**config.mk**
```make
export PLATFORM = sky130hd
export DESIGN_NAME = wt_mult_pipe
export DESIGN_NICKNAME = d
export VERILOG_FILES = /design/src/rtl/wt_mult_pipe.sv
export SDC_FILE = /design/constraint.sdc
export NUM_CORES = 1
export LEC_CHECK = 0
export CORE_ASPECT_RATIO = 1.2
export CORE_MARGIN = 3
export CORE_UTILIZATION = 50
export CTS_CLUSTER_DIAMETER = 120
export DETAILED_ROUTE_END_ITERATION = 10
export GPL_TIMING_DRIVEN = 0
export PLACE_DENSITY = 0.67
export SYNTH_ARGS = -nofsm -noshare
export SYNTH_HDL_FRONTEND = slang
export SYNTH_SLANG_ARGS = --single-unit
```
**constraint.sdc**
```tcl
create_clock -name clk -period 7.7 [get_ports clk]
set_input_delay 1.155 -clock clk [delete_from_list [all_inputs] [get_ports clk]]
set_output_delay 1.155 -clock clk [all_outputs]
set_load 0.05 [all_outputs]
```
**src/rtl/wt_mult_pipe.sv**
```systemverilog
// Three-stage pipelined Wallace-tree multiplier: signed (Baugh-Wooley) or unsigned per transaction.
// Define WT_ACC_EN to add the acc_clr/acc ports and a running accumulator of transferred products.
module wt_mult_pipe #(
  parameter int A_W   = 8,
  parameter int B_W   = 16,
  parameter int P_W   = A_W + B_W,
  parameter int ACC_W = A_W + B_W + 8
) (
  input  logic             clk,
  input  logic             rst,
  input  logic             in_valid,
  output logic             in_ready,
  input  logic [A_W-1:0]   a,
  input  logic [B_W-1:0]   b,
  input  logic             sgn,
  output logic             out_valid,
  input  logic             out_ready,
  output logic [P_W-1:0]   p
`ifdef WT_ACC_EN
  ,
  input  logic             acc_clr,
  output logic [ACC_W-1:0] acc
`endif
);

  // B_W partial-product rows plus one Baugh-Wooley correction row.
  localparam int N0  = B_W + 1;
  localparam int NG  = N0 / 5;
  localparam int NR  = N0 % 5;
  localparam int N1  = 2 * NG + ((NR < 3) ? NR : NR - 1);
  localparam int NC  = (N1 - 2) / 3;
  localparam int NR2 = (N1 - 2) % 3;

  localparam logic [P_W-1:0] ONE     = P_W'(1);
  localparam logic [P_W-1:0] BW_CORR = (ONE << (A_W - 1)) + (ONE << (B_W - 1)) + (ONE << (P_W - 1));

  if (A_W < 2 || B_W < 2 || P_W != A_W + B_W || ACC_W <= P_W) begin : g_param_check
    $error("wt_mult_pipe: illegal parameter combination");
  end

  // Returns {carry, sum}; carries wrap modulo 2^P_W, which is exact for the final product.
  function automatic logic [2*P_W-1:0] csa_3to2(input logic [P_W-1:0] x,
                                                input logic [P_W-1:0] y,
                                                input logic [P_W-1:0] z);
    logic [P_W-1:0] s;
    logic [P_W-1:0] c;
    s = x ^ y ^ z;
    c = ((x & y) | (x & z) | (y & z)) << 1;
    return {c, s};
  endfunction

  function automatic logic [2*P_W-1:0] compressor_5to2(input logic [P_W-1:0] x0,
                                                       input logic [P_W-1:0] x1,
                                                       input logic [P_W-1:0] x2,
                                                       input logic [P_W-1:0] x3,
                                                       input logic [P_W-1:0] x4);
    logic [2*P_W-1:0] t;
    t = csa_3to2(x0, x1, x2);
    t = csa_3to2(t[P_W-1:0], t[2*P_W-1:P_W], x3);
    t = csa_3to2(t[P_W-1:0], t[2*P_W-1:P_W], x4);
    return t;
  endfunction

  logic           adv;
  logic           v1_d, v2_d, v3_d;
  logic           v1_q, v2_q, v3_q;
  logic [P_W-1:0] rows1_d [N1];
  logic [P_W-1:0] rows1_q [N1];
  logic [P_W-1:0] sum2_d, car2_d;
  logic [P_W-1:0] sum2_q, car2_q;
  logic [P_W-1:0] p_d, p_q;

  assign adv       = !v3_q || out_ready;
  assign in_ready  = adv;
  assign out_valid = v3_q;
  assign p         = p_q;

  // S1: partial products with Baugh-Wooley inversion, then one row of 5:2 compressors.
  always_comb begin : s1_comb
    logic [P_W-1:0]   pp [5*NG+5];
    logic [P_W-1:0]   r1 [2*NG+4];
    logic [2*P_W-1:0] t;
    logic             bit_v;
    // NOTE: every combinational variable gets a default before any conditional write, so no latch is inferred.
    for (int i = 0; i < 5*NG+5; i++) pp[i] = '0;
    for (int i = 0; i < 2*NG+4; i++) r1[i] = '0;
    t     = '0;
    bit_v = 1'b0;
    for (int i = 0; i < B_W; i++) begin
      for (int j = 0; j < A_W; j++) begin
        bit_v = a[j] & b[i];
        if (sgn && ((i == B_W - 1) != (j == A_W - 1))) bit_v = ~bit_v;
        pp[i][i+j] = bit_v;
      end
    end
    pp[B_W] = sgn ? BW_CORR : '0;
    for (int g = 0; g < NG; g++) begin
      t = compressor_5to2(pp[5*g], pp[5*g+1], pp[5*g+2], pp[5*g+3], pp[5*g+4]);
      r1[2*g]   = t[P_W-1:0];
      r1[2*g+1] = t[2*P_W-1:P_W];
    end
    if (NR >= 3) begin
      t = csa_3to2(pp[5*NG], pp[5*NG+1], pp[5*NG+2]);
      r1[2*NG]   = t[P_W-1:0];
      r1[2*NG+1] = t[2*P_W-1:P_W];
      if (NR == 4) r1[2*NG+2] = pp[5*NG+3];
    end else begin
      for (int k = 0; k < NR; k++) r1[2*NG+k] = pp[5*NG+k];
    end
    for (int i = 0; i < N1; i++) rows1_d[i] = r1[i];
  end

  // S2: fold the remaining rows into the running sum/carry pair.
  always_comb begin : s2_comb
    logic [P_W-1:0]   r2 [N1+3];
    logic [2*P_W-1:0] t;
    for (int i = 0; i < N1+3; i++) r2[i] = '0;
    for (int i = 0; i < N1; i++) r2[i] = rows1_q[i];
    t = {r2[1], r2[0]};
    for (int k = 0; k < NC; k++) begin
      t = compressor_5to2(t[P_W-1:0], t[2*P_W-1:P_W], r2[2+3*k], r2[3+3*k], r2[4+3*k]);
    end
    if (NR2 >= 1) t = csa_3to2(t[P_W-1:0], t[2*P_W-1:P_W], r2[2+3*NC]);
    if (NR2 == 2) t = csa_3to2(t[P_W-1:0], t[2*P_W-1:P_W], r2[3+3*NC]);
    sum2_d = t[P_W-1:0];
    car2_d = t[2*P_W-1:P_W];
  end

  always_comb begin
    v1_d = in_valid;
    v2_d = v1_q;
    v3_d = v2_q;
    p_d  = sum2_q + car2_q;
  end

  // The whole pipe advances as one; a stalled output freezes every stage.
  always_ff @(posedge clk or posedge rst) begin
    if (rst) begin
      // NOTE: the pipeline arrays are a handful of flops, so they are cleared like any other register.
      v1_q   <= 1'b0;
      v2_q   <= 1'b0;
      v3_q   <= 1'b0;
      for (int i = 0; i < N1; i++) rows1_q[i] <= '0;
      sum2_q <= '0;
      car2_q <= '0;
      p_q    <= '0;
    end else if (adv) begin
      // NOTE: non-blocking updates let every stage read its predecessor's old value.
      v1_q   <= v1_d;
      v2_q   <= v2_d;
      v3_q   <= v3_d;
      for (int i = 0; i < N1; i++) rows1_q[i] <= rows1_d[i];
      sum2_q <= sum2_d;
      car2_q <= car2_d;
      p_q    <= p_d;
    end
  end

`ifdef WT_ACC_EN
  logic             clr1_q, clr2_q, clr3_q;
  logic             sgn1_q, sgn2_q, sgn3_q;
  logic [ACC_W-1:0] acc_d, acc_q;

  always_comb begin
    acc_d = acc_q;
    if (v3_q && out_ready)
      acc_d = (clr3_q ? '0 : acc_q) + {{(ACC_W-P_W){sgn3_q & p_q[P_W-1]}}, p_q};
  end

  always_ff @(posedge clk or posedge rst) begin
    if (rst) begin
      clr1_q <= 1'b0;
      clr2_q <= 1'b0;
      clr3_q <= 1'b0;
      sgn1_q <= 1'b0;
      sgn2_q <= 1'b0;
      sgn3_q <= 1'b0;
      acc_q  <= '0;
    end else begin
      if (adv) begin
        clr1_q <= acc_clr;
        clr2_q <= clr1_q;
        clr3_q <= clr2_q;
        sgn1_q <= sgn;
        sgn2_q <= sgn1_q;
        sgn3_q <= sgn2_q;
      end
      acc_q <= acc_d;
    end
  end

  assign acc = acc_q;
`endif

endmodule

```
======== Word-level counts from Yosys, hierarchy flattened ========
Cells that the tools add are included.
cells by class
  add/sub/neg operators ................... 1
  mux-type cells .......................... 23
  bitwise operators ....................... 255
  reduce and logical (&&, ||, !) cells .... 2
operators by type and width
  kind                                             number
  23-bit bitwise AND                               11
  23-bit OR                                        11
  1-bit bitwise AND                                128
  24-bit bitwise XOR                               5
  24-bit by 23-bit bitwise XOR with 24-bit output  2
  23-bit by 22-bit bitwise AND with 23-bit output  2
  21-bit by 22-bit bitwise AND with 22-bit output  2
  22-bit OR                                        2
  20-bit by 21-bit bitwise AND with 21-bit output  2
  21-bit OR                                        2
  16-bit by 17-bit bitwise AND with 17-bit output  2
  17-bit OR                                        2
  15-bit by 16-bit bitwise AND with 16-bit output  2
  16-bit OR                                        2
  24-bit adder                                     1
  11-bit by 12-bit bitwise AND with 12-bit output  2
  24-bit two-way mux                               1
  12-bit OR                                        2
  17-bit by 24-bit bitwise XOR with 24-bit output  1
  24-bit by 18-bit bitwise XOR with 24-bit output  1
  24-bit by 22-bit bitwise XOR with 24-bit output  1
  23-bit by 18-bit bitwise AND with 23-bit output  1
  23-bit by 17-bit OR with 23-bit output           1
  10-bit by 11-bit bitwise AND with 11-bit output  2
  other kinds (50)                                 93
word-level totals
  flip-flop bits (word level) ............. 208
  input port bits ......................... 29
  output and inout port bits .............. 26
  logic and storage cells ................. 295

======== Depth between registers and ports, before layout ========
Gate-level depths: netlist of the first run.
  depth after elaboration ................. 18
  mapped depth ............................ 12
  mapped depth without buffers ............ 12

======== Worst setup path before layout of the first run ========
No wires, ideal clock.
  path kind ............................... input to register
  start point ............................. in sgn
  end point ............................... reg rows1_q[132] (netlist name)
  library setup time ...................... 0.133 ns
  arrival ................................. 3.316 ns
  data required time ...................... 7.567 ns
  path slack .............................. 4.251 ns
  stages .................................. 9
  path buffers ............................ 2
  path through ............................ clkbuf_1 > buf_2 > xor2_1 > fa_1 > fa_1 > inv_1 > fa_1 > nand2_1 > o21ai_0
RTL lines
  item                line  text
  start: declaration  15    input logic sgn,
  end: declaration    68    logic [P_W-1:0] rows1_q [N1];

======== Worst setup path in the final report of the first run ========
  start point ............................. in out_ready
  end point ............................... out in_ready
on the way
  cells in the longest elaborated chain, start to end .. 1
RTL lines
  item                line  text
  start: declaration  17    input logic out_ready,
  1-bit logical OR    73    assign adv = !v3_q || out_ready;
  end: declaration    12    output logic in_ready,
No other way between the ends.

==> qor.csv, run 1 <==
metric,value,unit
RSZ-0062 raised after global routing,false,
fin. max-slew vios,0,
CTS root buf,clkbuf_16,
H-tree depth,4,
Clock Path Buffers,2,
CP Data Arrival Time,3.64,ns
number of global-route vias before repair,7038,
HP Class,flip-flop to flip-flop,
Seq cells post-synth,135,
"Avg Cell Area, Syn",9.12,sq um
Setup crit start kind,primary input,
First DRT Iteration DRCs,383,
CTS Buf Count,17,
fin nets,1300,
max_cap viols,0,
P&R area growth vs syn,15.5,%
most frequent cell after synthesis,nand2_1,
share of Yosys cell area claimed by the top area cell type,0.356,
part of the cycle the worst path needs,0.623,
CTS tree,yes,
Layout Utilization,0.596,
Routed wire per std cell,15.4,um
Tot GR Track Use,0.220,
final wirelength,21100,um
largest net degree at the start of global routing,95,
"EDFF count, synth",0,
synth top area cells,"dfrtp_1 36%, fa_1 19%, nand2_1 15%",
initial antenna violation count,0,
Tot Pwr,4.22,mW
Peak VDD IR,0.197,mV
post-CTS setup buffers,0,
crit-path max FO,10,
row cnt,54,
# clock sinks,135,
DR vias,6699,
"Clk Latency, worst-skew pair",0.42,ns
Starting Density,0.516,
gpl congestion,0.850,
sequential share of the synthesized area,0.356,
hpwl dp,16300,um
first-pass GRT wire length,36000,um
DIE AREA,0.0206,sq mm
Worst setup EP type,output port,
Ant. Diodes,0,
final std cells w/o fill,1372,
Via density,4.88,
Max transition margin,0.506,
Static Leak,5.65,nW
post-cts repair resize count,0,
Synthesis Warnings,0,
"top cells by count, synth","378 x nand2_1, 135 x dfrtp_1, 103 x inv_1",
Synthesized Nets,1232,
Cells after Synth,1039,
final hold viol count,0,
I/O Buffers,48,
"Req. time, crit path",6.55,ns
TNS Setup,0,ns
DRC viols,0,
Post-synth top flop,dfrtp_1,
clk_skew,0.00862,ns
Placed Cells,1340,
Cell variety after synth,35,
asr flop ratio synth,1.00,
"Clk pin slew, worst setup/hold paths",0.06,ns
First-pass DRT Iterations,4,
PD cells,386,mW/mm^2
status,completed,
ANT nets after route,0,
hold_buf cts,0,
measured slew at the worst slew-check pin,0.742,ns
top-level port count,55,
Die X,132,um
Max Clk Rate,0.208,GHz
total gr overflow,0,
# setup viols final,0,
placeable core region,0.0184,sq mm
min cycle time layout,4.80,ns
"area leader, netlist",dfrtp_1,
Die Y,157,um
Setup CP Type,primary input to output port,
cell area after synthesis,0.00948,sq mm
layout cells sized above 1,0.0446,
-- flip-flops by register name, summed over array words and instances (netlist names) --
| name | flops |
|---|---|
| out_valid | 1 |
| v2_q | 1 |
| car2_q | 15 |
| sum2_q | 24 |
| v1_q | 1 |
| p | 24 |
| rows1_q | 69 |
-- cell type report --
cell class / count / area (sq um)
fill: 1692 / 7430
multi-input combinational: 755 / 5530
sequential: 135 / 3380
timing repair buffer: 49 / 508
clock buffer: 19 / 453
inverter: 104 / 395
tap: 252 / 315
clock inverter: 13 / 191
buffer: 45 / 178
-- metal layers --
metal  GRT usage  vias up  part of all wire
li1            -     3317                 -
met1       0.285     3234              0.44
met2       0.392      127              0.51
met3      0.0299       21             0.035
met4      0.0560        0             0.015
met5           0        -                 0
-- power breakdown --
| group | internal, mW | switching [mW] |
|---|---|---|
| Sequential | 0.987 | 0.154 |
| Clock | 0.563 | 0.316 |
| Combinational | 0.879 | 1.32 |
| Total | 2.43 | 1.79 |
-- through the flow --
stage               hold slack [ns]  setup WS [ns]  instance area [sq um]
floorplan                     0.430           2.93                   9480
global placement              0.451           1.04                  10300
detailed placement            0.455           2.91                  10300
CTS                           0.468           2.90                  10900
global route                  0.482           2.74                  10900
finish                        0.462           2.90                  10900
-- final timing paths --
path	cells after the start	from	end	slack (ns)
max	6	out_ready	in_ready	2.90
min	2	p[5]	p[5]	0.46
max reg2reg	10	rows1_q[131]	sum2_q[15]	4.52
min reg2reg	2	p[5]	p[5]	0.46
max in group asynchronous	3	rst	rows1_q[42]	5.79
min in group asynchronous	2	rst	p[3]	1.12
-- cell families (layout without fill, tap and decap cells) --
logic type | count (synthesis) | in the layout | synth area share
AND/OR/NAND/NOR | 490 | 490 | 0.220
adder cells (fa/ha/maj) | 164 | 164 | 0.289
buffers and inverters | 149 | 230 | 0.0599
flip-flops | 135 | 135 | 0.356
AO/OA/AOI/OAI | 65 | 65 | 0.0421
XOR/XNOR | 36 | 36 | 0.0333
-- placed cells by master, fill, tap and decap left out, types with 2 or more instances in the layout --
cell type / synthesis / layout
and2_1: 78 / 78
buf_2: 7 / 7
xnor2_1: 17 / 17
dfrtp_1: 135 / 135
nor2b_1: 2 / 2
nor2_1: 14 / 14
o21ai_0: 27 / 27
clkbuf_1: 37 / 37
a31oi_1: 2 / 2
nand3_1: 9 / 9
xor2_1: 19 / 19
o21bai_1: 2 / 2
clkbuf_8: 0 / 2
clkdlybuf4s50_1: 0 / 48
o21ai_1: 3 / 3
nor3_1: 3 / 3
fa_1: 91 / 91
inv_1: 103 / 102
nand2b_1: 2 / 2
a21oi_1: 20 / 20
ha_1: 73 / 73
clkinvlp_4: 0 / 3
nand2_1: 378 / 378
a211oi_1: 2 / 2
inv_6: 0 / 5
clkbuf_16: 0 / 17
bufinv_16: 0 / 4
a21oi_2: 2 / 2
-- critical path: stages --
cell and delay (ns):
clkdlybuf4s50_1 0.45, nor2b_1 0.11, inv_2 0.16, clkbuf_1 0.46, buf_1 0.41, clkdlybuf4s50_1 0.89
Power figures use the tool's default switching activity.
==> run 2: changes to the inputs <==
==> constraint.sdc (replaced) <==
create_clock -name clk -period 4.7 [get_ports clk]
set_input_delay 0.705 -clock clk [delete_from_list [all_inputs] [get_ports clk]]
set_output_delay 0.705 -clock clk [all_outputs]
set_load 0.05 [all_outputs]
==> results of run 2 <==
Same layout as run 1 (identical final DEF). Status: completed.
Among the figures that moved: setup slack after placement 2.91 ns -> 0.815 ns; setup slack after layout 2.90 ns -> 0.802 ns; register-to-register setup slack 4.52 ns -> 1.52 ns; total power 4.22 mW -> 6.92 mW; worst IR drop on VDD 0.197 mV -> 0.323 mV
